==> config.mk <==
export PLATFORM = sky130hd
export DESIGN_NAME = qam_symbol_pacer_flat
export DESIGN_NICKNAME = d
export VERILOG_FILES = /design/src/rtl/qam_symbol_pacer_if.sv /design/src/rtl/qam_symbol_pacer.sv /design/src/flat_wrapper.sv
export SDC_FILE = /design/constraint.sdc
export NUM_CORES = 1
export LEC_CHECK = 0
export ABC_AREA = 1
export BUFFER_PORTS_ARGS = -buffer_cell sky130_fd_sc_hd__buf_2
export CORE_MARGIN = 3
export CORE_UTILIZATION = 35
export DETAILED_ROUTE_END_ITERATION = 8
export PLACE_DENSITY = 0.51
export SYNTH_ARGS = -nofsm -noshare
export SYNTH_HDL_FRONTEND = slang
export SYNTH_SLANG_ARGS = --single-unit
==> constraint.sdc <==
create_clock -name ipClk -period 5.4 [get_ports ipClk]
set_input_delay 1.08 -clock ipClk [delete_from_list [all_inputs] [get_ports ipClk]]
set_output_delay 1.08 -clock ipClk [all_outputs]
set_load 0.01 [all_outputs]
==> src/rtl/qam_symbol_pacer_if.sv <==
// Symbol handshake and status bundle between the Streamer, the pacer and the register bank.
interface qam_symbol_pacer_if #(
    parameter int unsigned DEPTH    = 16,
    parameter int unsigned SYMBOL_W = 4,
    parameter int unsigned PERIOD_W = 16
);
    localparam int unsigned FILL_W = $clog2(DEPTH) + 1;

    logic                ipEnable;
    logic [PERIOD_W-1:0] ipSymbolPeriod;
    logic [SYMBOL_W-1:0] ipSymbol;
    logic                ipSymbolValid;
    logic                opSymbolReady;
    logic                ipClearFlags;
    logic [SYMBOL_W-1:0] opQAMBlock;
    logic                opQAMBlockValid;
    logic [FILL_W-1:0]   opFill;
    logic                opUnderrun;
    logic                opOverflow;

    // Streamer / register-bank side
    modport master (
        output ipEnable,
        output ipSymbolPeriod,
        output ipSymbol,
        output ipSymbolValid,
        output ipClearFlags,
        input  opSymbolReady,
        input  opQAMBlock,
        input  opQAMBlockValid,
        input  opFill,
        input  opUnderrun,
        input  opOverflow
    );

    // Pacer side
    modport slave (
        input  ipEnable,
        input  ipSymbolPeriod,
        input  ipSymbol,
        input  ipSymbolValid,
        input  ipClearFlags,
        output opSymbolReady,
        output opQAMBlock,
        output opQAMBlockValid,
        output opFill,
        output opUnderrun,
        output opOverflow
    );
endinterface

==> src/rtl/qam_symbol_pacer.sv <==
// Rate-controlled symbol FIFO: absorbs bursts from the Streamer and releases one symbol every
// ipSymbolPeriod clocks as a one-cycle strobe towards the QAM stage.
module qam_symbol_pacer #(
    parameter int unsigned DEPTH       = 16,
    parameter int unsigned SYMBOL_W    = 4,
    parameter int unsigned PERIOD_W    = 16,
    parameter int unsigned PRIME_LEVEL = 8
) (
    input logic              ipClk,
    input logic              ipReset,
    qam_symbol_pacer_if.slave pacer_if
);
    localparam int unsigned PTR_W  = $clog2(DEPTH);
    localparam int unsigned FILL_W = PTR_W + 1;

    typedef enum logic [1:0] {StIdle, StPrime, StRun} state_e;

    state_e              state_q, state_d;
    logic [PERIOD_W-1:0] cnt_q, cnt_d;
    logic [PERIOD_W-1:0] period_eff;
    logic [PTR_W-1:0]    wr_ptr_q, rd_ptr_q;
    logic [FILL_W-1:0]   fill_q, fill_d;
    logic [SYMBOL_W-1:0] mem_q [DEPTH];
    logic [SYMBOL_W-1:0] qam_q;
    logic                strobe_q;
    logic                underrun_q, overflow_q;

    logic full, empty, tick, push, pop, udr_set, ovf_set;

    // Occupancy decode and effective period (0 behaves as 1)
    always_comb begin
        full       = (fill_q == FILL_W'(DEPTH));
        empty      = (fill_q == '0);
        period_eff = (pacer_if.ipSymbolPeriod == '0) ? PERIOD_W'(1) : pacer_if.ipSymbolPeriod;
    end

    // Pacing FSM: next state, period counter and symbol tick
    always_comb begin
        state_d = state_q;
        cnt_d   = '0;
        tick    = 1'b0;
        if (!pacer_if.ipEnable) begin
            state_d = StIdle;
        end else begin
            unique case (state_q)
                StIdle:  state_d = StPrime;
                StPrime: begin
                    if (fill_q >= FILL_W'(PRIME_LEVEL)) state_d = StRun;
                end
                StRun: begin
                    // >= compare lets a shortened period take effect at once without wrapping
                    if (cnt_q >= period_eff - PERIOD_W'(1)) begin
                        tick = 1'b1;
                        if (empty) state_d = StPrime;
                    end else begin
                        cnt_d = cnt_q + PERIOD_W'(1);
                    end
                end
                default: state_d = StIdle;
            endcase
        end
    end

    // FIFO push/pop decisions; a pop frees the slot so a push at full is accepted
    always_comb begin
        pop     = tick & ~empty;
        udr_set = tick & empty;
        push    = pacer_if.ipSymbolValid & (~full | pop);
        ovf_set = pacer_if.ipSymbolValid & full & ~pop;
        fill_d  = fill_q;
        unique case ({push, pop})
            2'b10:   fill_d = fill_q + FILL_W'(1);
            2'b01:   fill_d = fill_q - FILL_W'(1);
            default: fill_d = fill_q;
        endcase
    end

    // Control state, pointers, output register and sticky flags
    always_ff @(posedge ipClk) begin
        if (!ipReset) begin
            state_q    <= StIdle;
            cnt_q      <= '0;
            wr_ptr_q   <= '0;
            rd_ptr_q   <= '0;
            fill_q     <= '0;
            qam_q      <= '0;
            strobe_q   <= 1'b0;
            underrun_q <= 1'b0;
            overflow_q <= 1'b0;
        end else begin
            state_q  <= state_d;
            cnt_q    <= cnt_d;
            fill_q   <= fill_d;
            strobe_q <= pop;
            if (push) wr_ptr_q <= wr_ptr_q + PTR_W'(1);
            if (pop) begin
                rd_ptr_q <= rd_ptr_q + PTR_W'(1);
                qam_q    <= mem_q[rd_ptr_q];
            end
            // A new event in the same cycle as a clear leaves the flag set
            underrun_q <= udr_set | (underrun_q & ~pacer_if.ipClearFlags);
            overflow_q <= ovf_set | (overflow_q & ~pacer_if.ipClearFlags);
        end
    end

    // Symbol storage; contents are don't-care until written, so no reset
    always_ff @(posedge ipClk) begin
        if (push) mem_q[wr_ptr_q] <= pacer_if.ipSymbol;
    end

    assign pacer_if.opSymbolReady   = ~full;
    assign pacer_if.opQAMBlock      = qam_q;
    assign pacer_if.opQAMBlockValid = strobe_q;
    assign pacer_if.opFill          = fill_q;
    assign pacer_if.opUnderrun      = underrun_q;
    assign pacer_if.opOverflow      = overflow_q;
endmodule
==> src/flat_wrapper.sv <==
// flat-port wrapper written by rule: the top's interface ports become plain ports
module qam_symbol_pacer_flat 
#(
    parameter int unsigned DEPTH       = 16,
    parameter int unsigned SYMBOL_W    = 4,
    parameter int unsigned PERIOD_W    = 16,
    parameter int unsigned PRIME_LEVEL = 8
)
  (ipClk, ipReset, pacer_if_ipEnable, pacer_if_ipSymbolPeriod, pacer_if_ipSymbol, pacer_if_ipSymbolValid, pacer_if_ipClearFlags, pacer_if_opSymbolReady, pacer_if_opQAMBlock, pacer_if_opQAMBlockValid, pacer_if_opFill, pacer_if_opUnderrun, pacer_if_opOverflow);
  qam_symbol_pacer_if #(.DEPTH(DEPTH), .SYMBOL_W(SYMBOL_W), .PERIOD_W(PERIOD_W)) pacer_if_i ();
  input logic ipClk;
  input logic ipReset;
  input wire logic [$bits(pacer_if_i.ipEnable)-1:0] pacer_if_ipEnable;
  input wire logic [$bits(pacer_if_i.ipSymbolPeriod)-1:0] pacer_if_ipSymbolPeriod;
  input wire logic [$bits(pacer_if_i.ipSymbol)-1:0] pacer_if_ipSymbol;
  input wire logic [$bits(pacer_if_i.ipSymbolValid)-1:0] pacer_if_ipSymbolValid;
  input wire logic [$bits(pacer_if_i.ipClearFlags)-1:0] pacer_if_ipClearFlags;
  output wire logic [$bits(pacer_if_i.opSymbolReady)-1:0] pacer_if_opSymbolReady;
  output wire logic [$bits(pacer_if_i.opQAMBlock)-1:0] pacer_if_opQAMBlock;
  output wire logic [$bits(pacer_if_i.opQAMBlockValid)-1:0] pacer_if_opQAMBlockValid;
  output wire logic [$bits(pacer_if_i.opFill)-1:0] pacer_if_opFill;
  output wire logic [$bits(pacer_if_i.opUnderrun)-1:0] pacer_if_opUnderrun;
  output wire logic [$bits(pacer_if_i.opOverflow)-1:0] pacer_if_opOverflow;
  assign pacer_if_i.ipEnable = pacer_if_ipEnable;
  assign pacer_if_i.ipSymbolPeriod = pacer_if_ipSymbolPeriod;
  assign pacer_if_i.ipSymbol = pacer_if_ipSymbol;
  assign pacer_if_i.ipSymbolValid = pacer_if_ipSymbolValid;
  assign pacer_if_i.ipClearFlags = pacer_if_ipClearFlags;
  assign pacer_if_opSymbolReady = pacer_if_i.opSymbolReady;
  assign pacer_if_opQAMBlock = pacer_if_i.opQAMBlock;
  assign pacer_if_opQAMBlockValid = pacer_if_i.opQAMBlockValid;
  assign pacer_if_opFill = pacer_if_i.opFill;
  assign pacer_if_opUnderrun = pacer_if_i.opUnderrun;
  assign pacer_if_opOverflow = pacer_if_i.opOverflow;
  qam_symbol_pacer #(.DEPTH(DEPTH), .SYMBOL_W(SYMBOL_W), .PERIOD_W(PERIOD_W), .PRIME_LEVEL(PRIME_LEVEL)) u_core (.ipClk(ipClk), .ipReset(ipReset), .pacer_if(pacer_if_i));
endmodule
; Word level (Yosys, flattened, before mapping)
; Memories as Yosys holds them, arrays and structs flattened. A register that Yosys moved wholly into a read port is not among the register bits.
; Index checks and enable logic that the tools add are counted.
[word_totals]
romBits = 0
word_cells = 61
mem_bits_rw = 64
out_inout_bits = 13
memories = 1
input_bits = 25
latch_bits = 0
regBits = 34
[op_classes]
mux = 11
reduce_logical = 8
n_eq_ne = 8
div_mod_pow = 0
n_shift = 0
bitwise = 17
add_sub_neg = 6
order_cmp = 2
n_mul = 0
[mem_list]
columns = memory, words, word_bits, rd, rd_ports_with_merged_regs, wr, line
row1 = u_core.mem_q, 16, 4, 1, 1, 1, qam_symbol_pacer.sv:23  ; logic [SYMBOL_W-1:0] mem_q [DEPTH];
[ops]
columns = operator, count
row1 = $add 16x1->16 const B, 1
row2 = $ge 16x16->1, 1
row3 = $logic_not 16->1, 1
row4 = $mux 16, 1
row5 = $sub 16x1->16 const B, 1
row6 = $pmux 5 s2, 1
row7 = $add 4x1->4 const B, 2
row8 = $and 1x1->1, 7
row9 = $not 1->1, 7
row10 = $mux 2, 3
row11 = $ne 2x1->1 const B, 3
row12 = $pmux 2 s3, 1
row13 = $add 5x1->5 const B, 1
row14 = $eq 5x5->1 const B, 1
row15 = $ge 5x4->1 const B, 1
row16 = $logic_not 5->1, 1
row17 = $mux 1, 5
row18 = $sub 5x1->5 const B, 1
row19 = $eq 2x1->1 const B, 2
row20 = $eq 2x2->1 const B, 2
row21 = $reduce_or 4->1, 1
row22 = $or 1x1->1, 3
row23 = $reduce_and 3->1, 1
row24 = $logic_not 2->1, 1
row25 = other kinds (3), 3

; Logic depth before layout (Yosys ltp)
; Gate-level depths: netlist (run 1).
[logic_depth]
ltp_word = 12
mapped_depth = 29
ltp_nobuf = 29

; Worst setup path after synthesis (run 1)
; OpenSTA, ideal clock, no wires.
[synth_timing]
path_kind = in2reg
from = in pacer_if_ipSymbolPeriod[5]
to = reg u_core.fill_q[4], in the netlist u_core.pacer_if.opFill[4]
t_arrival_ns = 4.777
path_buffers = 0
cell_stages = 27
setup_ns = 0.121
setup_slack_ns = 0.502
t_required_ns = 5.279
cell_sequence = or2_1 nor3_1 a21oi_1 ha_1 nand2_1 nor2_4 nand2_1 or2_1 nor2_1 xor2_1 inv_1 ha_1 nand2_1 o21ai_1 a21oi_2 nand2_2 nand3_1 clkinv_1 ha_1 ha_1 nand2_1 nor2_1 a211oi_1 o21ai_0 a21oi_1 nand2_1 nor3b_1
[synth_via]
elab_chain_cells = 12
elab_cells_between_ends = 14
[synth_rtl]
columns = element, line
row1 = from (decl), flat_wrapper.sv:14  ; input wire logic [$bits(pacer_if_i.ipSymbolPeriod)-1:0] pacer_if_ipSymbolPeriod;
row2 = $logic_not 16->1, qam_symbol_pacer.sv:34  ; period_eff = (pacer_if.ipSymbolPeriod == '0) ? PERIOD_W'(1) : pacer_if.ipSymbolPeriod;
row3 = $mux 16 (*), qam_symbol_pacer.sv:34
row4 = $sub 16x1->16 (*), qam_symbol_pacer.sv:52  ; if (cnt_q >= period_eff - PERIOD_W'(1)) begin
row5 = $ge 16x16->1 (*), qam_symbol_pacer.sv:52
row6 = $mux 1 (*), qam_symbol_pacer.sv:52
row7 = $mux 1 (*), qam_symbol_pacer.sv:45  ; unique case (state_q)
row8 = $mux 1 (*), qam_symbol_pacer.sv:42  ; if (!pacer_if.ipEnable) begin
row9 = $and 1x1->1 (*), qam_symbol_pacer.sv:66  ; pop = tick & ~empty;
row10 = named net u_core.pop, qam_symbol_pacer.sv:28  ; logic full, empty, tick, push, pop, udr_set, ovf_set;
row11 = $or 1x1->1, qam_symbol_pacer.sv:68  ; push = pacer_if.ipSymbolValid & (~full | pop);
row12 = $and 1x1->1, qam_symbol_pacer.sv:68
row13 = $eq 2x1->1 or $eq 2x2->1 (tied branches), qam_symbol_pacer.sv:71  ; unique case ({push, pop})
row14 = $pmux 5 s2 or $reduce_bool 2->1 (tied branches), n/a
row15 = to (signal assigned), qam_symbol_pacer.sv:93  ; fill_q <= fill_d;
row16 = to (decl), qam_symbol_pacer.sv:22  ; logic [FILL_W-1:0] fill_q, fill_d;
; The timed path passes the listed nets; every way through them passes the cells marked *.
; A chain may end at the register's enable or synchronous reset.

; Final worst setup path (run 1)
[layout_timing]
from = in pacer_if_ipSymbolPeriod[11]
to = reg u_core.fill_q[4], in the netlist u_core.pacer_if.opFill[4]
[layout_via]
elab_chain_cells = 12
elab_cells_between_ends = 14
[layout_rtl]
columns = element, line
row1 = $logic_not 16->1, qam_symbol_pacer.sv:34
row2 = $mux 16 (*), qam_symbol_pacer.sv:34
row3 = $sub 16x1->16 (*), qam_symbol_pacer.sv:52
row4 = $ge 16x16->1 (*), qam_symbol_pacer.sv:52
row5 = $mux 1 (*), qam_symbol_pacer.sv:52
row6 = $mux 1 (*), qam_symbol_pacer.sv:45
row7 = $mux 1 (*), qam_symbol_pacer.sv:42
row8 = $and 1x1->1 (*), qam_symbol_pacer.sv:66
row9 = $or 1x1->1, qam_symbol_pacer.sv:68
row10 = $and 1x1->1, qam_symbol_pacer.sv:68
row11 = $eq 2x1->1 or $eq 2x2->1 (tied branches), qam_symbol_pacer.sv:71
row12 = $pmux 5 s2 or $reduce_bool 2->1 (tied branches), n/a
; Every way passes the cells marked *; elsewhere a longest branch is shown, timed or not.

==> impl_metrics.tcl, run 1 <==
set metrics [dict create \
    final_cell_area_um2 5830 \
    die_x_um 127 \
    clk_pin_slew_ns 0.07 \
    wl_per_cell_um 14.2 \
    first_iter_violations 237 \
    path_max_fanout 5 \
    r2r-start "u_core.cnt_q[0]" \
    ys_types 43 \
    synth_mux_area_share_pct 0.388 \
    routed-via-count 3813 \
    hold_violations 0 \
    mostFrequentLayoutCells "nand2_1 (108), nor2_1 (78), edfxtp_1 (64)" \
    slew_viol_final 0 \
    synthesis.area_um2 5150 \
    tns_ns 0 \
    critPathSlowestCell "ha_1" \
    die_area_um2 16200 \
    root_buffer "clkbuf_16" \
    min_period_ns 4.97 \
    dr.pass1.iters 4 \
    avgViaCountPerCell 4.86 \
    gp_congestion 0.785 \
    drv_cap 0 \
    cp_common_cell "nand2_1" \
    drive_gt1_share_pct 15.6 \
    critPathKind "in2reg" \
    yosys.area_share.simple_pct 23.8 \
    ys_seq_area_share_pct 52.1 \
    place_hpwl_um 7960 \
    fp.dieH_um 127 \
    post-synth-top-area-cell "edfxtp_1" \
    peakVddDrop_uv 150 \
    grt_max_degree 36 \
    yosys_warnings 0 \
    overflow 0 \
    end_kind "flip-flop" \
    synth-main-ff-cell "edfxtp_1" \
    final_util_pct 41.2 \
    worstReg2RegEnd "u_core.pacer_if.opFill[4]" \
    ys_ff_latch 102 \
    synth_edf_count 64 \
    cts_tree "done" \
    ios 38 \
    max_stage_delay_ns 0.34 \
    synth.avg_cell_area_um2 9.20 \
    met2_usage_pct 23.0 \
    holdPathEnd "u_core.pacer_if.opUnderrun" \
    antenna_cells 0 \
    grt_pass1_wl_um 18100 \
    hold_class "reg2reg" \
    clock_latency_ns 0.34 \
    ctsLongestPathBuffers 2 \
    synthXorXnorAreaFrac_pct 3.57 \
    gr-usage-met3_pct 3.01 \
    r2r_slack_ns 2.29 \
    synth-async-reset-ratio_pct 0 \
    hold_depth 2 \
    power.leakage_nw 2.27 \
    globalRouteTotalUtil_pct 14.1 \
    post_cts_buffers 0 \
    ff2ff_path_depth 22 \
    drt-total-wl_um 11200 \
    drc 0 \
    arrival_ns 5.19 \
    rsz0062_at_grt "false" \
    critical_path_required_ns 5.62 \
    placementRows 43 \
    postSynthCellCount 560 \
    slew_headroom_pct 28.4 \
    fp.coreArea_um2 14100 \
    clock_skew_ns 0.00619 \
    timing.fmax_mhz 201 \
    yosysTopAreaCellShare_pct 37.3 \
    finalSetupViolCount 0 \
    synth_compound_area_share_pct 8.33 \
    syn_to_final_growth_pct 13.0 \
    synthAdderAreaFrac_pct 6.94 \
    drtAntennaViolNets 0 \
    io_buffers 37 \
    synth_nets 613 \
    layout_commonest_cell "nand2_1" \
    cts_max_level 3 \
    startpoint_type "input port" \
    ys_top_cells_by_area "edfxtp_1 (37%), dfxtp_1 (15%), nand2_1 (7.9%)" \
    synth_top_family_by_area "simple AND/OR/NAND/NOR gates" \
    placed_cell_area_um2 5530 \
    cts_inserted_buffers 9 \
    grt.met1_usage_pct 19.2 \
    clock_sinks 102 \
    hold_path_startpoint "u_core.pacer_if.opUnderrun" \
    grt_pass1_vias 3648 \
    initial_utilization_pct 36.4 \
    worstMarginPinSlew_ns 1.07 \
    antenna_found_initial 0 \
    status "complete, no violations" \
    grt.busiest_layer "met2" \
    fin_crit_sh_pct 92.0 \
    finalNetCount 652 \
    power.density_nw_per_um2 267 \
]
==> cell type report <==
| type | count | area [um^2] |
|---|---|---|
| well taps | 180 | 225 |
| fillers | 1426 | 8320 |
| repair buffers | 41 | 215 |
| inverters | 50 | 190 |
| clock buffers | 9 | 225 |
| multi-input cells | 395 | 2220 |
| flip-flops and latches | 102 | 2680 |
| clock inverters | 7 | 66.3 |
==> critical path, delay by kind of cell <==
kind / cells / cell delay, ns
AO/OA/AOI/OAI: 4 / 0.65
XOR/XNOR: 1 / 0.12
adder cells (fa/ha/maj): 4 / 1.05
buffers and inverters: 2 / 0.18
AND/OR/NAND/NOR: 18 / 2.11
==> metrics by stage <==
stage	hold WS [ns]	std cells	total power, mW	setup WS (ns)
6_report	0.472	784	1.55	0.434
5_1_grt	0.499	784	1.63	0.0547
4_1_cts	0.472	784	1.58	0.400
3_5_place_dp	0.454	768	0.949	0.0474
3_3_place_gp	0.453	768	0.947	0.118
2_1_floorplan	0.440	560	0.910	0.502
==> per-layer routing <==
layer	wire length, um	share of wire, %
met3	485	4.3
met4	140	1.3
met1	5370	48
met2	5160	46
met5	0	0
==> cells in the mapped netlist (3+ instances only) <==
| library cell | instances |
|---|---|
| xor2_1 | 15 |
| o21ai_1 | 5 |
| clkbuf_1 | 3 |
| nor2_1 | 78 |
| ha_1 | 27 |
| nor2_4 | 4 |
| nor2_2 | 8 |
| buf_2 | 9 |
| a31oi_1 | 3 |
| nor3b_1 | 4 |
| a21oi_1 | 28 |
| a211oi_1 | 3 |
| inv_1 | 45 |
| nand2_2 | 8 |
| nand3_1 | 26 |
| dfxtp_1 | 38 |
| nor3_2 | 3 |
| nor3_1 | 9 |
| edfxtp_1 | 64 |
| o21ai_0 | 29 |
| nand2_1 | 108 |
| o211ai_1 | 3 |
| xnor2_1 | 6 |
| nand4_1 | 4 |
==> what timing repair did <==
item | CTS | global route
endpoints found under the setup margin | 0 | 1
hold buffers | 0 | 0
gates resized for setup | 0 | 1
==> cell families (layout without fill, tap and decap cells) <==
group | count (synthesis) | in the layout
AND/OR/NAND/NOR | 266 | 266
flip-flops | 102 | 102
AO/OA/AOI/OAI | 78 | 78
buffers and inverters | 63 | 107
adder cells (fa/ha/maj) | 28 | 28
XOR/XNOR | 21 | 21
multiplexers | 2 | 2
==> worst max-delay path by stage <==
stage | slack, ns | cells past startpoint | endpoint | start
4_1_cts | 0.40 | 29 | u_core.pacer_if.opFill[4] | pacer_if_ipSymbolPeriod[5]
3_3_place_gp | 0.12 | 29 | u_core.pacer_if.opFill[4] | pacer_if_ipSymbolPeriod[5]
3_5_place_dp | 0.05 | 29 | u_core.pacer_if.opFill[4] | pacer_if_ipSymbolPeriod[5]
5_1_grt | 0.05 | 29 | u_core.pacer_if.opFill[4] | pacer_if_ipSymbolPeriod[5]
2_1_floorplan | 0.50 | 27 | u_core.pacer_if.opFill[4] | pacer_if_ipSymbolPeriod[5]
6_report | 0.43 | 29 | u_core.pacer_if.opFill[4] | pacer_if_ipSymbolPeriod[11]
==> registers in the layout, summed over array words and instances (netlist names) <==
signal	count
u_core.pacer_if.opQAMBlockValid	1
u_core.pacer_if.opOverflow	1
u_core.pacer_if.opFill	5
u_core.pacer_if.opUnderrun	1
u_core.wr_ptr_q	4
u_core.state_q	2
u_core.pacer_if.opQAMBlock	4
u_core.rd_ptr_q	4
u_core.cnt_q	16
u_core.mem_q	64
==> power breakdown <==
group / leakage (nW) / switching, mW / internal [mW] / total [mW]
clock: 0.138 / 0.300 / 0.324 / 0.624
sequential: 0.886 / 0.00719 / 0.836 / 0.843
combinational: 1.25 / 0.0562 / 0.0305 / 0.0867
(Power assumes the default switching activity.)
==> inputs of run 2 (changes only) <==
Settings changed: CORE_UTILIZATION 35 to 50, PLACE_DENSITY 0.51 to 0.68.
==> impl_metrics.tcl, run 2 (synthesis gave the netlist of run 1 again) <==
set metrics [dict create \
    rsz0062_at_grt "false" \
    largest_reg_flops 64 \
    startpoint "pacer_if_ipSymbolPeriod[5]" \
    globalRouteTotalUtil_pct 19.2 \
    finalNetCount 652 \
    slew_viol_final 0 \
    placementRows 36 \
    ctsHoldBuffers 0 \
    peakVddDrop_uv 125 \
    grt_max_degree 36 \
    clock_skew_ns 0.0143 \
    min_period_ns 4.98 \
    drive_gt1_share_pct 15.2 \
    avgViaCountPerCell 5.20 \
    gp_congestion 0.839 \
    fillers 901 \
    cts_max_level 3 \
    hold_violations 0 \
    ctsLongestPathBuffers 2 \
    finalSetupViolCount 0 \
    drv_cap 0 \
    mostFrequentLayoutCells "nand2_1 (108), nor2_1 (78), edfxtp_1 (64)" \
    die_area_um2 11600 \
    worstMarginPinSlew_ns 0.935 \
    drtAntennaViolNets 0 \
    path_max_fanout 5 \
    layout_commonest_cell "nand2_1" \
    clock_sinks 102 \
    cts_tree "done" \
    regMostFlops "u_core.mem_q" \
    fp.dieH_um 108 \
    timing.fmax_mhz 201 \
    grt_pass1_wl_um 17500 \
    initial_utilization_pct 52.0 \
    antenna_cells 0 \
    overflow 0 \
    syn_to_final_growth_pct 9.86 \
    die_x_um 108 \
    fp.coreArea_um2 9910 \
    arrival_ns 5.24 \
    r2r-start "u_core.cnt_q[10]" \
    first_iter_violations 184 \
    final_cell_area_um2 5660 \
    routed-via-count 3829 \
    critPathKind "in2reg" \
    dr.pass1.iters 4 \
    max_stage_delay_ns 0.35 \
    post_cts_resized 0 \
    antenna_found_initial 0 \
    drt-total-wl_um 10200 \
    fin_crit_sh_pct 92.2 \
    placed_cell_area_um2 5470 \
    io_buffers 37 \
    cts_inserted_buffers 9 \
    power.leakage_nw 2.23 \
    place_hpwl_um 7670 \
    startpoint_type "input port" \
    slew_headroom_pct 37.6 \
    ios 38 \
    hold_class "reg2reg" \
    power.density_nw_per_um2 244 \
    end_kind "flip-flop" \
    status "complete, no violations" \
    post_cts_buffers 0 \
    cp_common_cell "nand2_1" \
    clock_latency_ns 0.36 \
    critPathSlowestCell "ha_1" \
    root_buffer "clkbuf_8" \
    critical_path_required_ns 5.66 \
    hold_path_startpoint "u_core.pacer_if.opOverflow" \
    tns_ns 0 \
    wl_per_cell_um 13.9 \
    drc 0 \
    clk_pin_slew_ns 0.10 \
    grt_pass1_vias 3752 \
]
## run 2: per-stage QoR
| step | hold WS [ns] | setup slack, ns | utilization [%] | cells | power (mW) |
|---|---|---|---|---|---|
| final | 0.469 | 0.424 | 57.1 | 737 | 1.38 |
| after global routing | 0.495 | 0.0329 | 57.1 | 737 | 1.44 |
| after floorplan | 0.440 | 0.502 | - | 560 | 0.910 |
| after CTS | 0.471 | 0.416 | 57.1 | 737 | 1.40 |
| after detailed placement | 0.454 | 0.00271 | 55.2 | 721 | 0.948 |
| after global placement | 0.453 | 0.178 | 55.2 | 721 | 0.945 |
## run 2: final cells by class
| cell class | count | area [um^2] | share of cell area [%] |
|---|---|---|---|
| clock buffer | 9 | 124 | 2.19 |
| inverter | 50 | 190 | 3.36 |
| tap | 133 | 166 | 2.94 |
| multi-input combinational | 395 | 2220 | 39.2 |
| timing repair buffer | 41 | 215 | 3.80 |
| sequential | 102 | 2680 | 47.4 |
| clock inverter | 7 | 66.3 | 1.17 |
## run 2: final timing paths
path,end,slack (ns),depth (start not counted)
worst max-delay path,u_core.pacer_if.opFill[4],0.42,29
worst max register to register,u_core.pacer_if.opFill[4],2.39,16
worst min register to register,u_core.pacer_if.opOverflow,0.47,2
worst min-delay path,u_core.pacer_if.opOverflow,0.47,2
## run 2: routing by layer
metal  track usage (%)  part of all wire [%]  vias up
met5                 0                     0        -
met2              31.8                    47       75
met1              25.5                    47     1787
li1                  -                     -     1956
met4              5.41                   1.2        0
met3              3.96                   4.6       11
## run 2: power breakdown
group | internal, mW | switching, mW | leakage (nW)
Sequential | 0.836 | 0.00700 | 0.886
Combinational | 0.0303 | 0.0561 | 1.25
Clock | 0.179 | 0.272 | 0.0969
## run 2: critical path: cells and delay by family
kind	cells	cell delay, ns
and+or+nand+nor	18	2.00
adders and majority gates	4	1.08
AOI/OAI and AO/OA	4	0.74
buffers and inverters	2	0.18
xor gates and xnor gates	1	0.15
